### src/rtl/spu_dual_issue.sv
// Dual-issue dispatch stage: buffers decoded instruction pairs and steers them in order
// to the even/odd pipes, holding any instruction whose pipe reports a RAW hazard.
module spu_dual_issue #(
  parameter int DEPTH = 4
) (
  input  logic                   clk,
  input  logic                   reset,
  input  logic                   in_valid,
  output logic                   in_ready,
  input  logic [0:69]            in0_instr,
  input  logic [0:69]            in1_instr,
  input  logic                   in0_vld,
  input  logic                   in1_vld,
  input  logic                   branch_taken,
  input  logic                   stall_even_raw,
  input  logic                   stall_odd_raw,
  output logic [0:23]            even_src_addr,
  output logic [0:23]            odd_src_addr,
  output logic [0:2]             even_src_vld,
  output logic [0:2]             odd_src_vld,
  output logic [0:69]            even_instr,
  output logic [0:69]            odd_instr,
  output logic                   even_issue,
  output logic                   odd_issue,
  output logic [$clog2(DEPTH):0] count
);
  localparam int AW = $clog2(DEPTH);
  localparam logic [AW:0] FULL = (AW+1)'(DEPTH);

  typedef enum logic {S_PAIR = 1'b0, S_SECOND = 1'b1} state_t;

  state_t        state, state_nxt;
  // NOTE: pair storage is not reset; count alone decides which entries are live.
  logic [0:69]   mem0   [DEPTH];
  logic [0:69]   mem1   [DEPTH];
  logic          mem1_v [DEPTH];
  logic [AW-1:0] wr_ptr, rd_ptr;
  logic          flush, push, pop, has_head, pair_ok;
  logic          s0_stall, s1_stall, issue0, issue1;
  logic [0:69]   h0, h1;
  logic          h1_v;
  logic [0:69]   even_cand, odd_cand;

  // Producer rt (7 bits) is zero-extended against the 8-bit consumer source fields.
  function automatic logic raw_hit(input logic [6:0] rt, input logic wr,
                                   input logic [0:23] src, input logic [0:2] sv);
    logic [7:0] rt8;
    rt8 = {1'b0, rt};
    return wr & ((sv[0] & (src[0:7] == rt8)) |
                 (sv[1] & (src[8:15] == rt8)) |
                 (sv[2] & (src[16:23] == rt8)));
  endfunction

  assign flush    = reset | branch_taken;
  assign in_ready = (count != FULL) & !reset;
  assign push     = in_valid & in_ready & (in0_vld | in1_vld) & !branch_taken;

  assign h0       = mem0[rd_ptr];
  assign h1       = mem1[rd_ptr];
  assign h1_v     = mem1_v[rd_ptr];
  assign has_head = (count != '0) & !reset;
  assign pair_ok  = h1_v & (h0[16] != h1[16]) &
                    !raw_hit(h0[17:23], h0[24], h1[25:48], h1[49:51]);
  assign s0_stall = h0[16] ? stall_odd_raw : stall_even_raw;
  assign s1_stall = h1[16] ? stall_odd_raw : stall_even_raw;

  // A lone younger slot is compacted into slot0 so the head always starts at slot0.
  always_ff @(posedge clk) begin
    if (push) begin
      mem0[wr_ptr]   <= in0_vld ? in0_instr : in1_instr;
      mem1[wr_ptr]   <= in1_instr;
      mem1_v[wr_ptr] <= in0_vld & in1_vld;
    end
  end

  // NOTE: sequential state uses non-blocking (<=) so every register samples pre-edge values.
  always_ff @(posedge clk) begin
    if (flush) begin
      wr_ptr <= '0;
      rd_ptr <= '0;
      count  <= '0;
    end else begin
      if (push) wr_ptr <= wr_ptr + 1'b1;
      if (pop)  rd_ptr <= rd_ptr + 1'b1;
      count <= count + {{AW{1'b0}}, push} - {{AW{1'b0}}, pop};
    end
  end

  always_ff @(posedge clk) begin
    if (flush) state <= S_PAIR;
    else       state <= state_nxt;
  end

  always_comb begin
    state_nxt = state;
    case (state)
      S_PAIR:   if (issue0 && !issue1 && h1_v) state_nxt = S_SECOND;
      S_SECOND: if (issue1) state_nxt = S_PAIR;
      default:  state_nxt = S_PAIR;
    endcase
  end

  // Candidates ignore the stall inputs, since the stalls are computed from these sources.
  // NOTE: every output gets a default first so no latch is inferred on uncovered paths.
  always_comb begin
    issue0    = 1'b0;
    issue1    = 1'b0;
    even_cand = '0;
    odd_cand  = '0;
    if (has_head) begin
      if (state == S_PAIR) begin
        if (h0[16]) odd_cand = h0;
        else        even_cand = h0;
        if (pair_ok) begin
          if (h1[16]) odd_cand = h1;
          else        even_cand = h1;
        end
        if (!branch_taken && !s0_stall) begin
          issue0 = 1'b1;
          issue1 = pair_ok & !stall_even_raw & !stall_odd_raw;
        end
      end else begin
        if (h1[16]) odd_cand = h1;
        else        even_cand = h1;
        if (!branch_taken && !s1_stall) issue1 = 1'b1;
      end
    end
  end

  assign pop = (state == S_PAIR) ? (issue0 & (issue1 | !h1_v)) : issue1;

  assign even_src_addr = even_cand[25:48];
  assign even_src_vld  = even_cand[49:51];
  assign odd_src_addr  = odd_cand[25:48];
  assign odd_src_vld   = odd_cand[49:51];

  always_ff @(posedge clk) begin
    if (flush) begin
      even_issue <= 1'b0;
      odd_issue  <= 1'b0;
      even_instr <= '0;
      odd_instr  <= '0;
    end else begin
      even_issue <= (issue0 & !h0[16]) | (issue1 & !h1[16]);
      odd_issue  <= (issue0 & h0[16]) | (issue1 & h1[16]);
      even_instr <= (issue0 & !h0[16]) ? h0 : (issue1 & !h1[16]) ? h1 : '0;
      odd_instr  <= (issue0 & h0[16])  ? h0 : (issue1 & h1[16])  ? h1 : '0;
    end
  end

endmodule

### config.mk
export PLATFORM = sky130hd
export DESIGN_NAME = spu_dual_issue
export DESIGN_NICKNAME = d
export VERILOG_FILES = /design/src/rtl/spu_dual_issue.sv
export SDC_FILE = /design/constraint.sdc
export NUM_CORES = 1
export LEC_CHECK = 0
export CORE_MARGIN = 2
export CORE_UTILIZATION = 62
export CTS_BUF_LIST = sky130_fd_sc_hd__clkbuf_4 sky130_fd_sc_hd__clkbuf_8
export DETAILED_ROUTE_END_ITERATION = 6
export PLACE_DENSITY = 0.88
export SLEW_MARGIN = 20
export SYNTH_ARGS = -nofsm -noshare
export SYNTH_HDL_FRONTEND = slang
export SYNTH_SLANG_ARGS = --single-unit
### constraint.sdc
create_clock -name clk -period 17.98 [get_ports clk]
set_clock_uncertainty 0.15 [all_clocks]
set_input_delay 5.394 -clock clk [delete_from_list [all_inputs] [get_ports clk]]
set_output_delay 5.394 -clock clk [all_outputs]
set_load 0.1 [all_outputs]
# Word-level counts from Yosys, hierarchy flattened
# Memories as Yosys holds them, arrays and structs flattened. A register that Yosys moved wholly into a read port is not among the register bits.
# Index checks and enable logic that the tools add are counted.
totals:
  mem_bits_rw: 564
  romBits: 0
  output_inout_bits: 200
  latchBits: 0
  elab_cells: 101
  inputBits: 148
  register_bits: 150
  mem_count: 3
classes:
  n_shift: 0
  add_sub_neg: 4
  n_lt_le_gt_ge: 0
  div_mod_pow: 0
  eq_ne: 5
  reduce_logical: 16
  mul: 0
  n_bitwise: 27
  muxes: 38
mem_list:
  columns: ["name", "depth", "word_bits", "read_ports", "rd_ports_with_merged_regs", "write_ports", "line_no", "source"]
  rows:
  - ["mem0", 4, 70, 1, 1, 1, "34", "logic [0:69] mem0 [DEPTH];"]
  - ["mem1", 4, 70, 1, 1, 1, "35", "logic [0:69] mem1 [DEPTH];"]
  - ["mem1_v", 4, 1, 1, 1, 1, "36", "logic mem1_v [DEPTH];"]
op_table:
  columns: ["op", "n"]
  rows:
  - ["45-bit two-way mux", 12]
  - ["70-bit two-way mux", 5]
  - ["8-bit by 7-bit equality test with 1-bit output", 3]
  - ["1-bit AND", 19]
  - ["1-bit two-way mux", 14]
  - ["2-bit two-way mux", 6]
  - ["1-bit zero test", 11]
  - ["1-bit bitwise OR", 7]
  - ["2-bit by 1-bit adder with 2-bit output (second input constant)", 2]
  - ["1-bit logical AND", 4]
  - ["3-bit by 1-bit adder with 3-bit output", 1]
  - ["3-bit != test (second input constant)", 1]
  - ["3-bit nonzero test", 1]
  - ["3-bit by 1-bit subtractor with 3-bit output", 1]
  - ["1-bit one-hot mux with 2 select lines", 1]
  - ["1-bit != test", 1]
  - ["1-bit inverter", 1]

# Logic depth before layout (Yosys ltp)
depth:
  word_depth: 17
  mapped_depth: 20
  depth_no_buf: 15

# Worst setup path after synthesis
# OpenSTA, ideal clock, no wires.
synth_path:
  kind: "input-to-output"
  start: "in reset"
  end: "out odd_src_addr[10] in the netlist's numbering"
  arrival_time_ns: 7.350
  required_time_ns: 12.436
  stages: 5
  path_buffers: 2
  setup_slack_ns: 5.086
  cell_sequence: "or2_2 > clkbuf_1 > nor3b_2 > clkbuf_1 > a22o_1"
synth_via:
  elab_chain_cells: 3
synth_lines:
  columns: ["element", "line_no", "source"]
  rows:
  - ["start, declared", "7", "input logic reset,"]
  - ["1-bit zero test", "61", "assign has_head = (count != '0) & !reset;"]
  - ["1-bit AND", "61", null]
  - ["45-bit two-way mux", "110", "if (has_head) begin"]
  - ["end, declared", "18", "output logic [0:23] odd_src_addr,"]
# Every way passes these cells.

# Worst setup path in the final report
layout_path:
  start: "in reset"
  end: "out odd_src_addr[13] in the netlist's numbering"
# The elaborated chain is that of the path after synthesis.

==> impl_metrics.tcl <==
set metrics [dict create \
    async_reset_ff_share_pct 0 \
    syn-cell-area_sq_um 27200 \
    path_clk_slew_ns 0.06 \
    max_slew.worst_pin.slew_ns 1.11 \
    whs_endpoint "wr_ptr[0]$_SDFFE_PP0P_" \
    avgViaCountPerCell 6.50 \
    slew-limit-headroom_pct 26.2 \
    p_leak_nw 10.7 \
    crit_type "input pin to output pin" \
    die_x_um 213 \
    yosys_most_used_dff "edfxtp_1" \
    path_cells "clkdlybuf4s50_1 > or2_2 > nor3b_4 > buf_6 > a22o_1 > clkdlybuf4s50_1" \
    hold_class "flop to flop" \
    postCtsHoldBufs 0 \
    cts_root_buffer "clkbuf_8" \
    synth_largest_area_cell "edfxtp_1" \
    critPathMaxStageDelay_ns 1.15 \
    avgRoutedWirePerCell_um 27.2 \
    ctsResizeCount 0 \
    synth_area_leaders "edfxtp_1 62%, mux4_2 12%, dfxtp_1 11%, a32o_1 5.1%, mux2_2 2.9%" \
    synth_nets 1493 \
    core_sq_um 43200 \
    cts-htree-levels 3 \
    overflow 0 \
    final_nets 1875 \
    drt_iter0_drc 1753 \
    reg2reg_depth 9 \
    yosysWarnings 0 \
    period_share_pct 78.2 \
    via_count 15618 \
    drt.antenna.violating_nets 0 \
    maxCapViolCount 0 \
    path_max_fanout 19 \
    end_kind "output pin" \
    postSynthCellCount 1338 \
    syn_to_final_growth_pct 23.0 \
    ys_ff_latch 716 \
    rows 76 \
    hpwl_mm 38.7 \
    slowest_stage "clkdlybuf4s50_1" \
    place_congestion 0.851 \
    num_io_pins 348 \
    crit_arrival_ns 8.52 \
    r2r_end "even_instr[59]$_SDFF_PP0_" \
    timing_hold_violations_final 0 \
    irDropWorstVdd_v 0.0000795 \
    numCtsBuffers 107 \
    initial_core_util_pct 63.0 \
    grt_pass1_vias 15974 \
    grt_start_max_net_pins 107 \
    drive_gt1_share_pct 24.5 \
    fmax_ghz 0.0711 \
    rsz0062_at_grt "false" \
    synth-edff-count 564 \
    clk_path_buf_depth 3 \
    startpoint_type "input pin" \
    finalWirelength_mm 65.2 \
    min_path_cells 2 \
    status "complete, no violations" \
    grt_util_all_layers_pct 28.6 \
    post-route-drc-count 0 \
    synth_area_per_cell_sq_um 20.3 \
    period_minus_slack_ns 14.06 \
    clkLatencyLatePin_ns 0.70 \
    worstPathRequired_ns 12.44 \
    final_core_utilization_pct 77.4 \
    synth_cell_types 50 \
    r2r_slack_ns 11.64 \
    drtPass1Iterations 6 \
    hold_start "wr_ptr[0]$_SDFFE_PP0P_" \
    cts_tree "built" \
    clkSinkCount 716 \
    synth_top_area_share_pct 62.3 \
    final.setup.tns_ns 0 \
    power_density_nw_per_um2 98.7 \
    io_buffers 347 \
    setup_violations 0 \
    drv_slew 0 \
    chipHeight_um 213 \
    antenna_found_initial 11 \
    ys_seq_area_share_pct 73.5 \
    cts_setup_buffers 0 \
    path_common_cell "clkdlybuf4s50_1" \
    grt_pass1_wl_mm 95.1 \
    die_area_sq_um 45500 \
]
-- cell families after synthesis --
| kind of cell | Yosys count | share of synthesized area [%] |
|---|---|---|
| flip-flops | 716 | 73.5 |
| multiplexers | 216 | 14.8 |
| AO/OA/AOI/OAI | 214 | 7.36 |
| buffers and inverters | 105 | 1.95 |
| AND/OR/NAND/NOR | 54 | 1.27 |
| XOR/XNOR | 25 | 0.805 |
| adder cells (fa/ha/maj) | 7 | 0.350 |
| other | 1 | 0.0138 |
-- stage by stage --
step	cells	setup slack (ns)	hold WS (ns)	area [sq um]	total power [mW]
after global routing	2399	3.85	0.472	33400	3.39
after floorplan	1338	5.09	0.364	27200	1.90
final	2402	3.92	0.463	33400	3.30
after global placement	2192	3.76	0.390	31100	1.96
after detailed placement	2192	3.67	0.407	31100	1.97
after CTS	2391	3.63	0.446	33400	3.31
-- per-layer routing --
metal | vias to the layer above | track usage (%) | wire length, um | share of wire [%]
met2 | 1055 | 45.0 | 31600 | 48
met3 | 191 | 7.18 | 7190 | 11
met5 | - | 0 | 43 | 0.066
li1 | 6455 | - | - | -
met1 | 7911 | 38.0 | 23800 | 36
met4 | 6 | 13.7 | 2600 | 4.0
-- registers in the layout (all words and copies together), names as in the netlist, named ones only --
| register | count |
|---|---|
| count | 3 |
| even_instr | 70 |
| even_issue | 1 |
| mem0 | 280 |
| mem1 | 280 |
| mem1_v | 4 |
| odd_instr | 70 |
| odd_issue | 1 |
| rd_ptr | 2 |
| state | 1 |
| wr_ptr | 2 |
-- cell usage after synthesis, types with 2 or more instances --
cell      count
dfxtp_1     152
a32o_1      138
and3_1        4
nor3_1        3
or2_2         2
nor4_1        4
and2_1        3
edfxtp_1    564
xor2_1       19
o211ai_1      2
buf_8         2
or3_1         3
xnor2_1       6
nand2b_1      2
nand4_1       2
nand3_1       2
buf_2        12
mux2i_1       4
clkbuf_1     69
a21o_1        3
buf_6        13
nand2_1       4
a22o_1       54
mux2_2       71
mux4_2      141
nor3b_1       5
a21oi_1       5
buf_1         3
inv_1         6
nor2_1        9
a31oi_1       3
a311oi_1      2
nor4_2        2
nor3_2        3
ha_1          6
-- where the power goes --
| part | switching [mW] | total (mW) | internal, mW |
|---|---|---|---|
| sequential | 0.00320 | 1.81 | 1.80 |
| combinational | 0.0725 | 0.128 | 0.0553 |
| clock | 0.612 | 1.37 | 0.756 |
| total | 0.688 | 3.30 | 2.61 |
-- critical path, delay by kind of cell --
family                 cells  cell delay, ns
buffers and inverters      3            1.93
AOI/OAI and AO/OA          1            0.21
and+or+nand+nor            2            0.96
-- cell type report --
| cell class | instances | area [sq um] |
|---|---|---|
| fill | 2272 | 9740 |
| clock buffer | 170 | 2060 |
| inverter | 6 | 22.5 |
| antenna | 7 | 17.5 |
| multi-input combinational | 517 | 6750 |
| timing repair buffer | 372 | 3680 |
| tap | 585 | 732 |
| sequential | 716 | 20000 |
| clock inverter | 29 | 186 |
-- layout by cell type (no fill, tap or decap), types with 7 or more instances in the layout --
cell and instances:
clkinv_2 13, edfxtp_1 564, mux4_2 140, a32o_1 138
clkbuf_8 126, clkbuf_4 44, nor2_1 9, clkinv_1 12
xor2_1 19, diode_2 7, dfxtp_1 150, mux2_2 70
clkdlybuf4s50_1 346, a22o_1 54, buf_4 21
-- worst max path at each step --
stage,startpoint,end,cells past startpoint
2_1_floorplan,reset,odd_src_addr[10],5
3_3_place_gp,reset,odd_src_vld[1],5
3_5_place_dp,reset,odd_src_addr[13],5
4_1_cts,reset,odd_src_addr[13],5
5_1_grt,reset,odd_src_addr[13],6
6_report,reset,odd_src_addr[13],6
No activity file was read; power rests on OpenSTA's default activity.
